## src/rtl/spi_egress_pkg.sv

```systemverilog
// Shared types and header helpers for the SPI slave egress framer.
package spi_egress_pkg;

  typedef enum logic [1:0] {
    FILL   = 2'd0,
    HEADER = 2'd1,
    DRAIN  = 2'd2
  } framer_state_t;

  // Header byte layout: {tag[2:0], length[4:0]}
  localparam int HDR_TAG_MSB = 7;
  localparam int HDR_TAG_LSB = 5;
  localparam int HDR_LEN_MSB = 4;
  localparam int HDR_LEN_LSB = 0;
  localparam int HDR_LEN_W   = HDR_LEN_MSB - HDR_LEN_LSB + 1;

  localparam logic [2:0] HEADER_TAG_DEFAULT = 3'b101;
  localparam logic [7:0] IDLE_BYTE_DEFAULT  = 8'hBC;

  function automatic logic [7:0] make_header(input logic [2:0] tag,
                                             input logic [HDR_LEN_W-1:0] len);
    logic [7:0] hdr;
    hdr = '0;
    hdr[HDR_TAG_MSB:HDR_TAG_LSB] = tag;
    hdr[HDR_LEN_MSB:HDR_LEN_LSB] = len;
    return hdr;
  endfunction

endpackage

```

## src/rtl/spi_egress_packet_buffer.sv

```systemverilog
// Payload storage for one packet: single write port, registered read port.
module spi_egress_packet_buffer import spi_egress_pkg::*; #(
  parameter int DEPTH = 16,
  parameter int AW    = HDR_LEN_W
) (
  input  logic          clk,
  input  logic          rst,
  input  logic          we,
  input  logic [AW-1:0] waddr,
  input  logic [7:0]    wdata,
  input  logic [AW-1:0] raddr,
  output logic [7:0]    rdata
);

  localparam int            IW      = (DEPTH > 1) ? $clog2(DEPTH) : 1;
  localparam logic [AW-1:0] DEPTH_C = AW'(DEPTH);

  logic [7:0] mem_q [DEPTH];
  logic [7:0] mem_d [DEPTH];
  logic [7:0] rdata_q, rdata_d;

  // write port and read mux; out-of-range reads return zero
  always_comb begin
    mem_d = mem_q;
    if (we && (waddr < DEPTH_C)) begin
      mem_d[waddr[IW-1:0]] = wdata;
    end
    rdata_d = (raddr < DEPTH_C) ? mem_q[raddr[IW-1:0]] : 8'h00;
  end

  // storage array carries no reset; contents are only read after being written
  always_ff @(posedge clk) begin
    mem_q <= mem_d;
  end

  // registered read data
  always_ff @(posedge clk) begin
    if (rst) begin
      rdata_q <= 8'h00;
    end else begin
      rdata_q <= rdata_d;
    end
  end

  assign rdata = rdata_q;

endmodule

```

## src/rtl/spi_slave_egress_framer.sv

```systemverilog
// Packetizer ahead of the SPI slave egress serializer: buffers readout bytes,
// then emits {tag, length} followed by the payload on an 8-bit AXIS master.
//
// state  | meaning
// FILL   | accepting payload bytes until tlast, MTU, flush or idle timeout
// HEADER | header byte presented, waiting for downstream to take it
// DRAIN  | payload bytes streamed out from the buffer, one per accepted beat
module spi_slave_egress_framer import spi_egress_pkg::*; #(
  parameter int         MTU_SIZE       = 16,
  parameter logic [2:0] HEADER_TAG     = HEADER_TAG_DEFAULT,
  parameter logic [7:0] IDLE_BYTE      = IDLE_BYTE_DEFAULT,
  parameter int         TIMEOUT_CYCLES = 64
) (
  input  logic        clk,
  input  logic        rst,
  input  logic [7:0]  s_axis_tdata,
  input  logic        s_axis_tvalid,
  input  logic        s_axis_tlast,
  output logic        s_axis_tready,
  input  logic        flush,
  output logic [7:0]  m_axis_tdata,
  output logic        m_axis_tvalid,
  output logic        m_axis_tlast,
  input  logic        m_axis_tready,
  output logic [7:0]  m_axis_tuser,
  output logic [15:0] packets_sent
);

  localparam int            CW      = HDR_LEN_W;
  localparam int            TW      = 16;
  localparam logic [CW-1:0] ONE     = CW'(1);
  localparam logic [CW-1:0] MTU_C   = CW'(MTU_SIZE);
  localparam bit            TO_EN   = (TIMEOUT_CYCLES > 0);
  // Timeout fires on the idle edge that would take the timer to TIMEOUT_CYCLES.
  localparam logic [TW-1:0] TO_LAST = TO_EN ? TW'(TIMEOUT_CYCLES - 1) : '0;

  framer_state_t state_q, state_d;
  logic [CW-1:0] count_q, count_d;
  logic [CW-1:0] idx_q, idx_d;
  logic [TW-1:0] timer_q, timer_d;
  logic [15:0]   pkts_q, pkts_d;
  logic          s_ready_q, s_ready_d;

  logic          accept;
  logic          last_beat;
  logic          close;
  logic          timed_out;
  logic [CW-1:0] count_acc;
  logic [7:0]    buf_rdata;

  assign accept    = s_axis_tvalid && s_ready_q;
  assign last_beat = (state_q == DRAIN) && (idx_q == (count_q - ONE));

  // next state, byte count, drain index, idle timer and packet counter
  always_comb begin
    state_d   = state_q;
    count_d   = count_q;
    idx_d     = idx_q;
    timer_d   = timer_q;
    pkts_d    = pkts_q;
    count_acc = count_q + (accept ? ONE : '0);
    timed_out = 1'b0;
    close     = 1'b0;
    case (state_q)
      FILL: begin
        idx_d   = '0;
        count_d = count_acc;
        if (accept) begin
          timer_d = '0;
        end else if ((count_q != '0) && (timer_q != '1)) begin
          timer_d = timer_q + TW'(1);
        end
        timed_out = TO_EN && !accept && (count_q != '0) && (timer_q == TO_LAST);
        // close uses the post-accept count so a coincident byte joins the packet
        close = (accept && s_axis_tlast) || (count_acc == MTU_C) ||
                (flush && (count_acc != '0)) || timed_out;
        if (close) begin
          state_d = HEADER;
          timer_d = '0;
        end
      end
      HEADER: begin
        idx_d = '0;
        if (m_axis_tready) begin
          state_d = DRAIN;
        end
      end
      DRAIN: begin
        if (m_axis_tready) begin
          if (last_beat) begin
            state_d = FILL;
            count_d = '0;
            idx_d   = '0;
            timer_d = '0;
            pkts_d  = pkts_q + 16'd1;
          end else begin
            idx_d = idx_q + ONE;
          end
        end
      end
      default: begin
        state_d = FILL;
      end
    endcase
    s_ready_d = (state_d == FILL) && (count_d < MTU_C);
  end

  // state register with synchronous reset
  always_ff @(posedge clk) begin
    if (rst) begin
      state_q   <= FILL;
      count_q   <= '0;
      idx_q     <= '0;
      timer_q   <= '0;
      pkts_q    <= '0;
      s_ready_q <= 1'b0;
    end else begin
      state_q   <= state_d;
      count_q   <= count_d;
      idx_q     <= idx_d;
      timer_q   <= timer_d;
      pkts_q    <= pkts_d;
      s_ready_q <= s_ready_d;
    end
  end

  // Read address follows the next index so the registered read already holds
  // the byte to present on the cycle after each output transfer.
  spi_egress_packet_buffer #(
    .DEPTH (MTU_SIZE),
    .AW    (CW)
  ) u_buf (
    .clk   (clk),
    .rst   (rst),
    .we    (accept),
    .waddr (count_q),
    .wdata (s_axis_tdata),
    .raddr (idx_d),
    .rdata (buf_rdata)
  );

  assign s_axis_tready = s_ready_q;
  assign m_axis_tvalid = (state_q != FILL);
  assign m_axis_tlast  = last_beat;
  assign m_axis_tdata  = (state_q == HEADER) ? make_header(HEADER_TAG, count_q) :
                         (state_q == DRAIN)  ? buf_rdata : 8'h00;
  assign m_axis_tuser  = IDLE_BYTE;
  assign packets_sent  = pkts_q;

endmodule

```

## config.mk

```make
export PLATFORM = sky130hd
export DESIGN_NAME = spi_slave_egress_framer
export DESIGN_NICKNAME = d
export VERILOG_FILES = /design/src/rtl/spi_egress_pkg.sv /design/src/rtl/spi_egress_packet_buffer.sv /design/src/rtl/spi_slave_egress_framer.sv
export SDC_FILE = /design/constraint.sdc
export NUM_CORES = 1
export LEC_CHECK = 0
export CAP_MARGIN = 20
export CORE_ASPECT_RATIO = 1.2
export CORE_MARGIN = 2
export CORE_UTILIZATION = 35
export DETAILED_ROUTE_END_ITERATION = 6
export GPL_TIMING_DRIVEN = 1
export PLACE_DENSITY = 0.62
export SLEW_MARGIN = 25
export SYNTH_ARGS = -nofsm -noshare
export SYNTH_HDL_FRONTEND = slang
export SYNTH_SLANG_ARGS = --single-unit
```

## constraint.sdc

```tcl
create_clock -name clk -period 3.2 [get_ports clk]
set_clock_uncertainty 0.1 [all_clocks]
set_input_delay 0.48 -clock clk [delete_from_list [all_inputs] [get_ports clk]]
set_output_delay 0.48 -clock clk [all_outputs]
set_load 0.01 [all_outputs]
```

======== Word-level counts from Yosys, hierarchy flattened ========
Cells that the tools add are included.
Widths: inputs -> output; s select.
cells by class
  multiplexer cells ....................... 26
  reduce and logical (&&, ||, !) cells .... 24
  add/sub/neg operators ................... 5
  order comparisons ....................... 6
  bitwise operators ....................... 3
  equal/unequal tests ..................... 9
operators by type and width
  kind                   count
  $bwmux 128             1
  $mux 16                5
  $mux 8                 5
  $add 16x1->16 const B  2
  $bmux 8 s4             1
  $demux 8 s4            1
  $pmux 16 s2            1
  $mux 5                 4
  $pmux 5 s2             2
  $eq 16x6->1 const B    1
  $ne 16x16->1 const B   1
  $lt 5x5->1 const B     3
  $ge 5x5->1 const B     2
  $logic_and 1x1->1      10
  $not 4->5              2
  $reduce_bool 5->1      2
  $mux 2                 4
  $pmux 2 s3             1
  $add 5x1->5            1
  $add 5x1->5 const B    1
  $eq 5x5->1             1
  $eq 5x5->1 const B     1
  $lt 5x1->1 const B     1
  $sub 5x1->5 const B    1
  other kinds (13)       19
storage, ports and cells
  register bits ........................... 181
  logic and storage cells ................. 96
  output and inout bits ................... 35
  input port bits ......................... 14

======== Logic depth before layout (Yosys ltp) ========
Gate-level depths: netlist (run 1).
  depth in word-level cells ............... 11
  mapped depth ............................ 12
  depth with buffers taken out ............ 11

======== Modules after synthesis ========
Synthesis (run 1) repeated with hierarchy kept, for this count alone.
second synthesis, totals
  cell total of the unflattened synthesis .. 635
  area, all modules ....................... 8056.5 um2
modules (own cells, without submodules)
  module                    seq. area each (um2)  area an instance (um2)  instances  cells an instance
  spi_egress_packet_buffer  4003.8                5251.3                  1          297
  spi_slave_egress_framer   900.9                 2805.2                  1          338

======== Worst setup path before layout (run 1) ========
OpenSTA, ideal clock, no wires.
  kind .................................... input-to-reg
  start point ............................. input s_axis_tvalid
  end point ............................... register timer_q[15]
  library setup time ...................... 0.069 ns
  data arrival time ....................... 2.802 ns
  cell stages on the path ................. 11
  buffers on the path ..................... 0
  data required time ...................... 3.031 ns
  slack ................................... 0.230 ns
  cell sequence ........................... nand2_1 -> inv_1 -> ha_1 -> ha_1 -> xor2_1 -> nor3_1 -> nand3_1 -> a2111oi_4 -> nand3b_1 -> or3_1 -> o21ai_1
between the ends
  cells in the longest elaborated chain, start to end .. 9
  elaborated cells on any way between the ends .. 18
  classes of those cells .................. 1 x add/sub; 2 x eq/ne; 4 x mux; 11 x reduce/logical
RTL lines
  item                                                                     line                                                          source
  start, declared                                                          spi_slave_egress_framer.sv:17                                 input logic s_axis_tvalid,
  $logic_and 1x1->1 *                                                      spi_slave_egress_framer.sv:51                                 assign accept = s_axis_tvalid && s_ready_q;
  $mux 1                                                                   spi_slave_egress_framer.sv:61                                 count_acc = count_q + (accept ? ONE : '0);
  $add 5x1->5                                                              spi_slave_egress_framer.sv:61
  $eq 5x5->1 / $reduce_bool 5->1 (equally long branches)                   spi_slave_egress_framer.sv:75, spi_slave_egress_framer.sv:76
  $logic_or 1x1->1 / $logic_and 1x1->1 (equally long branches)             spi_slave_egress_framer.sv:75, spi_slave_egress_framer.sv:76
  $logic_or 1x1->1                                                         spi_slave_egress_framer.sv:75                                 close = (accept && s_axis_tlast) || (count_acc == MTU_C) ||
  $logic_or 1x1->1                                                         spi_slave_egress_framer.sv:76                                 (flush && (count_acc != '0)) || timed_out;
  $ne 4x4->1 (no source line) / $mux 16 (equally long branches)            --
  $reduce_and 4->1 (no source line) / $pmux 16 s2 (equally long branches)  --
  end signal, assigned                                                     spi_slave_egress_framer.sv:121                                timer_q <= timer_d;
  end, declared                                                            spi_slave_egress_framer.sv:40                                 logic [TW-1:0] timer_q, timer_d;
Every way passes the cells marked *; elsewhere a longest branch is shown, timed or not.
A chain may end at the register's enable or synchronous reset.

======== Worst setup path after layout (run 1) ========
  start point ............................. register count_q[0]
  end point ............................... output m_axis_tlast
between the ends
  cells in the longest elaborated chain, start to end .. 3
RTL lines
  item                    line                            source
  start, declared         spi_slave_egress_framer.sv:38   logic [CW-1:0] count_q, count_d;
  start signal, assigned  spi_slave_egress_framer.sv:119  count_q <= count_d;
  $sub 5x1->5             spi_slave_egress_framer.sv:52   assign last_beat = (state_q == DRAIN) && (idx_q == (count_q - ONE));
  $eq 5x5->1              spi_slave_egress_framer.sv:52
  $logic_and 1x1->1       spi_slave_egress_framer.sv:52
  end, declared           spi_slave_egress_framer.sv:23   output logic m_axis_tlast,
Every way passes these cells.

==> results.cfg, run 1 <==
[worst_setup_path]
worst_reg2reg_endpoint = u_buf.rdata[2]
cp.arrival_ns = 2.47
setup.worst_path.class = reg2out
reg2regPathDepth = 11
timing.reg2reg.setup_slack_ns = 0.23
cp_data_required_time_ns = 2.62
worst_r2r_startpoint = count_q[0]
crit_fanout = 4
worst_setup_path_start_kind = flip-flop
crit_end_category = primary output

[power_and_ir_drop]
net-switching-power_uw = 1750
sw_frac_of_total = 0.294
irDropWorstVdd_mv = 0.237
pwr-share-clk = 0.328
power.density_mw_per_mm2 = 551
internal_power_uw = 4190
p_leak_uw = 0.00388
power.sequential.fraction = 0.438
power.share.combinational = 0.234
fin_total_pwr_uw = 5940

[clock_tree]
cts.clk_slew.worst_paths_ns = 0.07
cts_tree = built
insertion_delay_ns = 0.43
numCtsBuffers = 17
cts_buffer_depth = 2
cts-htree-levels = 4
clkSinkCount = 181
ctsRootBufferMaster = clkbuf_16

[synth]
synthesis.yosys.warnings = 0
synth_sequential_area_ratio = 0.537
synthFlopType = edfxtp_1
number_of_synthesized_flops_with_an_enable_pin = 128
syn-instance-count = 862
syn_area_cell_um2 = 10.6
post_synth_num_cell_types = 68
synth_seq_cells = 181
async_flop_share = 0
synth.cell_area_mm2 = 0.00913

[floorplan]
num_rows = 64
start_util = 0.357
fp.dieW_um = 151
die_area_mm2 = 0.0274
core_mm2 = 0.0255
die-height_um = 181
pin_count = 49

[layout]
num_antenna_cells = 0
layout.nets = 955
layout_commonest_cell = edfxtp_1
commonest_cells_after_routing_fill_and_taps_aside = 128 x edfxtp_1, 81 x nand3_1, 71 x nand2_1, 71 x buf_4, 60 x nor2_1
final_area_mm2 = 0.0108
areaGrowthSynthToFinish_pct = 18.2
drive_above_1_share = 0.155

[global_route]
grt_start_max_net_pins = 48
grt_pass1_wl_mm = 36.4
grt_pass1_vias = 6538
grtUsageTotal = 0.171
grt_ovf = 0
grt_antenna_before_repair = 0

[timing]
report.final.hold_viol_count = 0
slew_headroom = 0.463
period_needed_ns = 3.05
max_slew.worst_pin.slew_ns = 0.804
period_share = 0.952
fmax_mhz = 328
report.final.slew_viol_count = 0
fin_setup_tns_ns = 0
rsz0062_at_grt = false
finalSetupViolCount = 0

[route]
ant_nets = 0
route.vias.total = 7010
post_drt_via_cell_ratio = 5.51
dr.first_iter.drc_count = 557
drtPass1Iterations = 5
drcViolationCount = 0
route.final.wire_length_mm = 23.1
routed_wire_length_per_instance_um = 18.1

[worst_hold_path]
min_delay_worst_endpoint = timer_q[2]
worstHoldPathType = reg2reg
min_from = timer_q[2]
hold_depth = 1

[status]
result_of_the_run = finished clean

[placement]
detailedPlacementHpwl_mm = 16.2
numPortBuffers = 40
routabilityCongestion = 0.894
detailed_place.area_mm2 = 0.0102

[job]
drv.max_cap_violation_count = 0
## flip-flops by register name, summed over array words and instances (netlist names)
signal	count
count_q	5
idx_q	5
packets_sent	16
s_axis_tready	1
state_q	2
timer_q	16
u_buf.mem_q	128
u_buf.rdata	8
## cell usage after synthesis (3+ instances only)
library cell	number	area share
a211oi_1	8	0.0066
a21o_1	6	0.0049
a21oi_1	22	0.012
a221oi_1	7	0.0067
a22o_1	6	0.0058
a2bb2oi_1	3	0.0029
a311oi_1	13	0.012
a31o_1	7	0.0067
a31oi_1	12	0.0082
and2_1	8	0.0055
and3_1	37	0.025
and4_1	9	0.0086
buf_1	6	0.0025
buf_2	10	0.0055
buf_4	10	0.0082
buf_6	4	0.0049
clkbuf_1	40	0.016
dfxtp_1	53	0.12
edfxtp_1	128	0.42
ha_1	10	0.014
inv_1	18	0.0074
mux2_2	17	0.021
mux2i_1	9	0.0099
nand2_1	71	0.029
nand2b_1	13	0.0089
nand3_1	81	0.044
nand3b_1	4	0.0033
nand4_1	4	0.0027
nor2_1	61	0.025
nor2b_1	5	0.0034
nor3_1	23	0.013
nor4_1	11	0.0075
nor4_2	3	0.0041
o2111ai_1	8	0.0077
o211ai_1	14	0.012
o21ai_0	32	0.018
o21ai_1	4	0.0022
o22ai_1	13	0.0089
o2bb2ai_1	11	0.011
or3_1	4	0.0027
xnor2_1	11	0.011
xor2_1	13	0.012
## worst max-delay path: stages (launching register included)
cell	delay [ns]
dfxtp_1	0.34
inv_1	0.08
ha_2	0.21
o21ba_1	0.20
a221oi_4	0.34
o211a_4	0.20
and2_1	0.13
clkdlybuf4s50_1	0.53
## kinds of logic after synthesis
group | after synthesis | share of synthesized area
buf+inv | 88 | 0.0449
compound gates | 191 | 0.159
fa+ha+maj | 10 | 0.0137
simple gates | 340 | 0.190
other cells | 2 | 0.000822
flops | 181 | 0.537
mux | 26 | 0.0308
xor+xnor | 24 | 0.0230
## layout make-up
class / count / area (um2)
well taps: 330 / 413
repair buffers: 114 / 988
clock buffers: 17 / 425
inverters: 18 / 67.6
multi-input cells: 599 / 3870
fillers: 2426 / 14800
clock inverters: 14 / 118
flip-flops and latches: 181 / 4910
## metal layers
metal  up-vias  part of all wire  global-route usage
met2       179              0.50               0.283
li1       3385                 -                   -
met1      3426              0.44               0.231
met5         -                 0                   0
met4         0             0.015              0.0441
met3        20             0.044              0.0290
## worst max-delay path by stage
stage	startpoint	endpoint	slack [ns]	depth (start not counted)
6_report	count_q[0]	m_axis_tlast	0.15	7
5_1_grt	count_q[1]	m_axis_tlast	0.0004	7
4_1_cts	count_q[0]	m_axis_tlast	0.02	7
3_5_place_dp	s_axis_tvalid	timer_q[11]	-0.28	12
3_3_place_gp	s_axis_tvalid	timer_q[11]	-0.20	12
2_1_floorplan	s_axis_tvalid	timer_q[15]	0.23	11
## timing repair
item                                    4_1_cts  5_1_grt
buffers inserted                              1        1
hold buffers                                  0        0
gates resized for setup                       2        3
pin swaps                                     1        2
endpoints found under the setup margin        1       13
gates cloned                                  0        0
## power by group through the flow
stage	Clock [uW]	Combinational, uW	Sequential, uW
2_1_floorplan	0	898	2650
3_3_place_gp	0	1350	2650
3_5_place_dp	0	1360	2660
4_1_cts	2000	1380	2600
5_1_grt	2100	1520	2610
6_report	1950	1390	2600
## metrics by stage
stage	hold WS, ns	std cells	util	setup WS, ns
2_1_floorplan	0.352	868	-	0.230
3_3_place_gp	0.374	1240	0.400	-0.201
3_5_place_dp	0.380	1240	0.400	-0.276
4_1_cts	0.392	1272	0.422	0.0179
5_1_grt	0.418	1273	0.422	0.000432
6_report	0.393	1273	0.422	0.154
Note: power is estimated with default switching activity, not from simulation.
==> run 2: changes to the inputs <==
--- a/config.mk
+++ b/config.mk
@@ -9,6 +9,7 @@
 export CORE_ASPECT_RATIO = 1.2
 export CORE_MARGIN = 2
 export CORE_UTILIZATION = 35
+export CTS_CLUSTER_SIZE = 10
 export DETAILED_ROUTE_END_ITERATION = 6
 export GPL_TIMING_DRIVEN = 1
 export PLACE_DENSITY = 0.62
==> results of run 2 <==
Final layout, timing and power as in run 1 (identical DEF).
==> variant: new RTL, settings of run 1 <==
`pkts_q` no longer has a reset.
--- a/src/rtl/spi_slave_egress_framer.sv
+++ b/src/rtl/spi_slave_egress_framer.sv
@@ -113,5 +113,4 @@
       idx_q     <= '0;
       timer_q   <= '0;
-      pkts_q    <= '0;
       s_ready_q <= 1'b0;
     end else begin
@@ -120,7 +119,10 @@
       idx_q     <= idx_d;
       timer_q   <= timer_d;
-      pkts_q    <= pkts_d;
       s_ready_q <= s_ready_d;
     end
+  end
+
+  always_ff @(posedge clk) begin
+    pkts_q <= pkts_d;
   end
 
Formal check against the unedited RTL: not equivalent (a bounded check fails within 10 cycles, from zero or initial values and one cycle with rst high; the reset may be asserted at any time).
==> variant against run 1 <==
Sequential share of layout area increased by 7.2 points; power is 3.5% lower; non-clock buffer count fell by 29; setup slack worse by 0.0070 ns; wire length decreased by 21%; final area is 11% lower; hold slack gained 0.013 ns; first-iteration DRC count fell by 45%; via count is 26% lower; sequential cell count stayed put; area after synthesis shrank 12%; die area is 11% lower; critical path type unchanged; largest power group unchanged.
==> variant: results (changes against run 1) <==
status: "completed"
ys_top_cells_by_area: "edfxtp_1 54%, dfxtp_1 9.2%, mux2_2 4.5%, mux2i_1 4.2%, o211ai_1 3.2%"
vias: 5199  # -26%
synth-edff-count: 144  # +13%
switching_share_pct: 28.5  # -0.91 points
hold_depth: 2  # +1
ys_seq_area_share_pct: 62.7  # +9.0 points
whs_endpoint: "timer_q[14]"
synth_fa_ha_area_share_pct: 1.55  # +0.18 points
layout-drive-gt1-share_pct: 17.5  # +2.0 points
gp_congestion: 0.785  # -12%
grt_pass1_wl_um: 28300  # -22%
path_delay_family: "buffers and inverters"
worstPathMaxFanout: 9  # +5
r2r_cells: 9  # -2
r2r-end: "timer_q[10]"
synth_cell_types: 59  # -13%
layout.nets: 715  # -25%
place_ws_ns: -0.0904  # +0.186 ns
hp-start: "timer_q[14]"
met3_length_um: 841  # -17%
wl_per_cell_um: 18.6  # +2.3%
synth_xor_area_share_pct: 3.22  # +0.92 points
grt_max_degree: 66  # +38%
ys_top_cells_by_count: "144 x edfxtp_1, 53 x nand2_1, 37 x dfxtp_1, 34 x mux2i_1, 34 x o211ai_1"
grt_pass1_vias: 5188  # -21%
track_usage_pct: 15.4  # -1.7 points
drtPass1Iterations: 4  # -1
leakage_nw: 3.50  # -9.7%
rrSetupSlack_ns: 0.18  # -0.05 ns
hpwl_um: 12200  # -25%
## variant: worst max-delay path by stage
stage,from,to,slack [ns],cells past startpoint
after CTS,count_q[1],m_axis_tlast,0.03,6
after global placement,s_axis_tvalid,timer_q[10],0.02,13
final,state_q[0],m_axis_tdata[1],0.15,4
after global routing,count_q[1],timer_q[6],0.02,10
after floorplan,count_q[0],timer_q[13],0.22,10
after detailed placement,s_axis_tvalid,timer_q[10],-0.09,13
## variant: stage by stage
step,cell area [µm²],setup TNS [ns],hold slack (ns)
floorplan,8100,0,0.354
global placement,9040,0,0.370
detailed placement,9040,-0.403,0.392
CTS,9590,0,0.409
global route,9630,0,0.434
finish,9630,0,0.406
## variant: power by group through the flow
stage / combinational [mW] / clock, mW / sequential (mW)
2_1_floorplan: 0.675 / 0 / 2.69
5_1_grt: 1.23 / 2.09 / 2.66
6_report: 1.13 / 1.96 / 2.65
3_5_place_dp: 1.10 / 0 / 2.70
4_1_cts: 1.11 / 2.00 / 2.65
3_3_place_gp: 1.06 / 0 / 2.70
## variant: tightest hold or removal path, cell delays in order, from the launching register on
cell and delay, ns:
dfxtp_1 0.33, o31ai_1 0.07, a21oi_1 0.06
## variant: area by class of cell
type | instances | area [µm²]
Fill cell | 2080 | 12900
Sequential cell | 181 | 5070
Multi-Input combinational cell | 395 | 2850
Timing Repair Buffer | 85 | 776
Clock buffer | 18 | 429
Tap cell | 279 | 349
Clock inverter | 13 | 119
Inverter | 11 | 41.3
## variant: repair_timing
item	4_1_cts	5_1_grt
hold endpoints to repair	0	0
gates resized for setup	1	5
setup endpoints to repair	1	7
setup buffers	0	0
## variant: metal layers
layer / GRT usage, % / vias to the layer above
met1: 19.8 / 2551
met2: 26.2 / 155
met4: 5.04 / 0
li1: - / 2467
met3: 2.90 / 26
met5: 0 / -
